## src/rtl/mem_wb_stage.sv

```systemverilog
// MEM/WB pipeline boundary: registers MEM results for register-file writeback,
// and owns the architectural HI/LO pair and the LL/SC link bit.
module mem_wb_stage #(
  parameter int REG_W  = 32,
  parameter int ADDR_W = 5
) (
  input  logic              clk,
  input  logic              rst,
  input  logic [5:0]        stall,
  input  logic              flush,
  input  logic [ADDR_W-1:0] mem_wd,
  input  logic              mem_wreg,
  input  logic [REG_W-1:0]  mem_wdata,
  input  logic              mem_whilo,
  input  logic [REG_W-1:0]  mem_hi,
  input  logic [REG_W-1:0]  mem_lo,
  input  logic              mem_llbit_we,
  input  logic              mem_llbit_value,
  output logic [ADDR_W-1:0] wb_wd,
  output logic              wb_wreg,
  output logic [REG_W-1:0]  wb_wdata,
  output logic              wb_whilo,
  output logic [REG_W-1:0]  wb_hi,
  output logic [REG_W-1:0]  wb_lo,
  output logic [REG_W-1:0]  hi_o,
  output logic [REG_W-1:0]  lo_o,
  output logic              llbit_o
);

  logic wb_llbit_we;
  logic wb_llbit_value;
  logic llbit_q;
  logic bubble;
  logic unused_stall;

  // Only the MEM and WB hold bits concern this boundary.
  assign unused_stall = ^stall[3:0];

  // An empty slot enters WB on flush, or when MEM is held but WB drains.
  assign bubble = flush | (stall[4] & ~stall[5]);

  // MEM -> WB pipeline register
  always_ff @(posedge clk or negedge rst) begin
    if (!rst) begin
      wb_wd          <= '0;
      wb_wreg        <= 1'b0;
      wb_wdata       <= '0;
      wb_whilo       <= 1'b0;
      wb_hi          <= '0;
      wb_lo          <= '0;
      wb_llbit_we    <= 1'b0;
      wb_llbit_value <= 1'b0;
    end else if (bubble) begin
      wb_wd          <= '0;
      wb_wreg        <= 1'b0;
      wb_wdata       <= '0;
      wb_whilo       <= 1'b0;
      wb_hi          <= '0;
      wb_lo          <= '0;
      wb_llbit_we    <= 1'b0;
      wb_llbit_value <= 1'b0;
    end else if (!stall[4]) begin
      wb_wd          <= mem_wd;
      wb_wreg        <= mem_wreg;
      wb_wdata       <= mem_wdata;
      wb_whilo       <= mem_whilo;
      wb_hi          <= mem_hi;
      wb_lo          <= mem_lo;
      wb_llbit_we    <= mem_llbit_we;
      wb_llbit_value <= mem_llbit_value;
    end
  end

  // WB commit: HI/LO written as a pair
  always_ff @(posedge clk or negedge rst) begin
    if (!rst) begin
      hi_o <= '0;
      lo_o <= '0;
    end else if (wb_whilo) begin
      hi_o <= wb_hi;
      lo_o <= wb_lo;
    end
  end

  // WB commit: an exception breaks the LL/SC link even if WB is writing it
  always_ff @(posedge clk or negedge rst) begin
    if (!rst) begin
      llbit_q <= 1'b0;
    end else if (flush) begin
      llbit_q <= 1'b0;
    end else if (wb_llbit_we) begin
      llbit_q <= wb_llbit_value;
    end
  end

  // SC in MEM must see an LL still sitting in WB, hence the bypass.
  assign llbit_o = flush       ? 1'b0 :
                   wb_llbit_we ? wb_llbit_value : llbit_q;

endmodule

```

## config.mk

```make
export PLATFORM = sky130hd
export DESIGN_NAME = mem_wb_stage
export DESIGN_NICKNAME = d
export VERILOG_FILES = /design/src/rtl/mem_wb_stage.sv
export SDC_FILE = /design/constraint.sdc
export NUM_CORES = 1
export LEC_CHECK = 0
export ABC_AREA = 1
export BUFFER_PORTS_ARGS = -buffer_cell sky130_fd_sc_hd__buf_2
export CAP_MARGIN = 40
export CORE_MARGIN = 4
export CORE_UTILIZATION = 43
export CTS_CLUSTER_SIZE = 40
export DETAILED_ROUTE_END_ITERATION = 8
export PLACE_DENSITY = 0.85
export SYNTH_ARGS = -nofsm -noshare
export SYNTH_HDL_FRONTEND = slang
export SYNTH_SLANG_ARGS = --single-unit
```

## constraint.sdc

```tcl
create_clock -name clk -period 1 [get_ports clk]
set_clock_uncertainty 0.05 [all_clocks]
set_input_delay 0.2 -clock clk [delete_from_list [all_inputs] [get_ports clk]]
set_output_delay 0.2 -clock clk [all_outputs]
set_load 0.01 [all_outputs]
```

==> flow_summary.ini <==
[worst_setup_path]
cp_common_cell = nor2_1
crit_slowest_cell = dfrtp_1
required_ns = 0.75
endpoint_kind = output pin
startpoint_type = flop
critical_path.max_fanout = 3
critical_path_arrival_ns = 1.19
crit_type = reg2out
worstPathCellList = inv_1, nor2_1, nor2_1, buf_2
critPathMaxStageDelay_ns = 0.39

[sta]
setup_viol = 246
slew_headroom_pct = 73.7
timing.hold.ws_ns = 0.0930
tightest_slew_ns = 0.394
rsz0062_at_grt = yes
final.period_utilization_pct = 144
worst_slack_ns = -0.443
drv_slew = 0
finalHoldViolCount = 0
fmaxAchievable_mhz = 693
min_period_ns = 1.44
tns_ns = -53.98

[floorplan]
initial_core_util_pct = 44.5
rows = 45
die_h_um = 134
dieWidth_um = 134
die-area_um2 = 18000
io_pins = 282
core_um2 = 15400

[cts]
cts_made_buffers = 17
cts_tree = built
clock_latency_ns = 0.44
clk_pin_slew_ns = 0.07
htree_levels = 4
cts_max_path_buffers = 2
numClockSinks = 170
cts_root_buf = clkbuf_16

[placed_design]
io_buffers = 277
hpwl_mm = 14.1
postPlaceCellArea_um2 = 8650
finalWeightedCongestion = 0.821

[power_and_ir_drop]
power_frac_seq_pct = 41.1
swShare_pct = 30.5
intPower_mw = 13.1
total_power_mw = 18.8
p_clk_share_pct = 35.2
combPwrFrac_pct = 23.7
p_per_area_nw_per_um2 = 1420
irDropWorstVdd_v = 0.00126
switchingPower_mw = 5.75
leakagePower_nw = 7.61

[cells_and_area]
area_growth_pct = 93.5
finalNetCount = 1428
area.sequential_um2 = 4260
nFillCells = 670
layout-drive-gt1-share_pct = 49.6
final_area_um2 = 13300
multi_input_area_um2 = 2700

[grt]
antenna_found_initial = 4
top_usage_layer = met2
grt_pass1_vias = 8904
grtUsageMet2_pct = 64.3
grt_overflow = 0
grt_usage_pct = 36.0
grt_max_degree = 78
grtUsageMet3_pct = 8.66
grtUsageMet1_pct = 37.2
grt_pass1_wl_mm = 49.6

[synthesis]
ys_ff_latch = 170
ys_types = 13
syn_inst = 743
yosys.area.top_type = dfrtp_1
yosys_warnings = 0
syn_area_per_cell_um2 = 9.23
yosysTopAreaCellShare_pct = 62.0
syn-cell-area_um2 = 6860
yosysSeqAreaShare_pct = 62.0
synthesis.nets = 857
synthTopCellsByArea = dfrtp_1 62%, nand2_1 15%, nand4_1 9.6%, o21ai_0 4.7%, inv_1 3.6%

[job]
drv_cap = 0

[detailed_routing]
avgViaCountPerCell = 5.84
remaining_drc_errors = 0
vias = 9007
dr.pass1.iters = 8
drt_iter0_drc = 937
postRouteWirelength_mm = 37.8
wl_per_cell_um = 24.5
ant_nets = 0

[run_status]
failed_checks = negative setup slack
status = finished with violations

[worst_hold_path]
hp-class = in2reg
==> final timing paths <==
| kind | from | endpoint | slack, ns | cells past startpoint |
|---|---|---|---|---|
| setup / recovery | wb_llbit_we | llbit_o | -0.44 | 4 |
| hold / removal | stall[5] | wb_whilo | 0.09 | 3 |
| setup reg to reg | wb_whilo | lo_o[15] | -0.39 | 4 |
| hold reg to reg | wb_wdata[3] | wb_wdata[3] | 0.47 | 2 |
| max in group asynchronous | rst | wb_lo[28] | 0.19 | 3 |
| min in group asynchronous | rst | lo_o[22] | 0.18 | 2 |
==> metal layers <==
layer	wire length (µm)	vias up
met2	18900	891
met3	3490	304
met4	3520	0
met5	0	-
li1	-	3583
met1	11900	4229
==> power by group through the flow <==
stage          logic (mW)  clock network [mW]  registers, mW
6_report             4.46                6.63           7.74
5_1_grt              4.64                6.93           7.77
4_1_cts              3.53                6.43           7.65
3_5_place_dp         2.13                   0           7.78
3_3_place_gp         2.08                   0           7.75
2_1_floorplan       0.690                   0           7.97
==> stage by stage <==
stage	worst slack (ns)	cells	utilization, %
finish	-0.443	1543	86.1
global route	-0.490	1542	86.1
CTS	-0.452	1472	79.7
detailed placement	-0.128	1205	56.1
global placement	-0.0764	1205	56.1
floorplan	-0.0901	743	-
==> synth_stat cells (all sizes together) <==
library cell and instances:
nand2 274, dfrtp 170, clkbuf 21, o21ai 65, buf 39, nand4 105, inv 66, nor2 3
==> critical path, delay by kind of cell (launching register included) <==
kind | cells | cell delay, ns
DFF | 1 | 0.39
buffers and inverters | 2 | 0.22
and+or+nand+nor | 2 | 0.14
==> cells in the final DEF (no fill, tap or decap), types with 2 or more instances in the layout <==
cell           netlist  layout
o21ai_2              0      48
buf_2               24     206
buf_4                8     186
nand2_1            274     216
nand2_2              0      11
buf_12               0      25
inv_1               65      65
buf_16               0      13
buf_8                0       5
nand4_1            105     105
nand2_4              0      47
clkinv_2             0       5
inv_6                0       3
dfrtp_1            170     168
clkbuf_16            0      17
diode_2              0       5
dlygate4sd3_1        0     106
nor2_1               2       2
o21ai_1              0       7
buf_6                6      71
clkinv_4             0       4
o21ai_4              0      10
==> repair_timing <==
action,CTS,global route
hold endpoints to repair,275,0
buffers inserted,111,73
resized for setup,227,125
setup endpoints to repair,232,234
gates cloned,18,0
hold buffers,106,0
pin swaps,68,27
==> cells by family after synthesis <==
| logic type | Yosys count | synth area share, % |
|---|---|---|
| buffers and inverters | 126 | 8.42 |
| flip-flops | 170 | 62.0 |
| AND/OR/NAND/NOR | 382 | 24.8 |
| AO/OA/AOI/OAI | 65 | 4.74 |
==> registers in the layout, indices dropped and copies added (netlist names) <==
signal and flops:
wb_llbit_value 1, wb_lo 32, wb_whilo 1, wb_wreg 1, wb_llbit_we 1, llbit_q 1, wb_wdata 32, wb_hi 32
hi_o 32, wb_wd 5, lo_o 32
==> final cells by class <==
cell class	count	area share [%]
inverter	66	1.87
timing repair buffer	612	39.3
clock buffer	17	3.20
tap	211	1.99
sequential	170	32.1
clock inverter	15	1.10
multi-input combinational	447	20.4
antenna	5	0.0942
No activity file was read; power rests on OpenSTA's default activity.
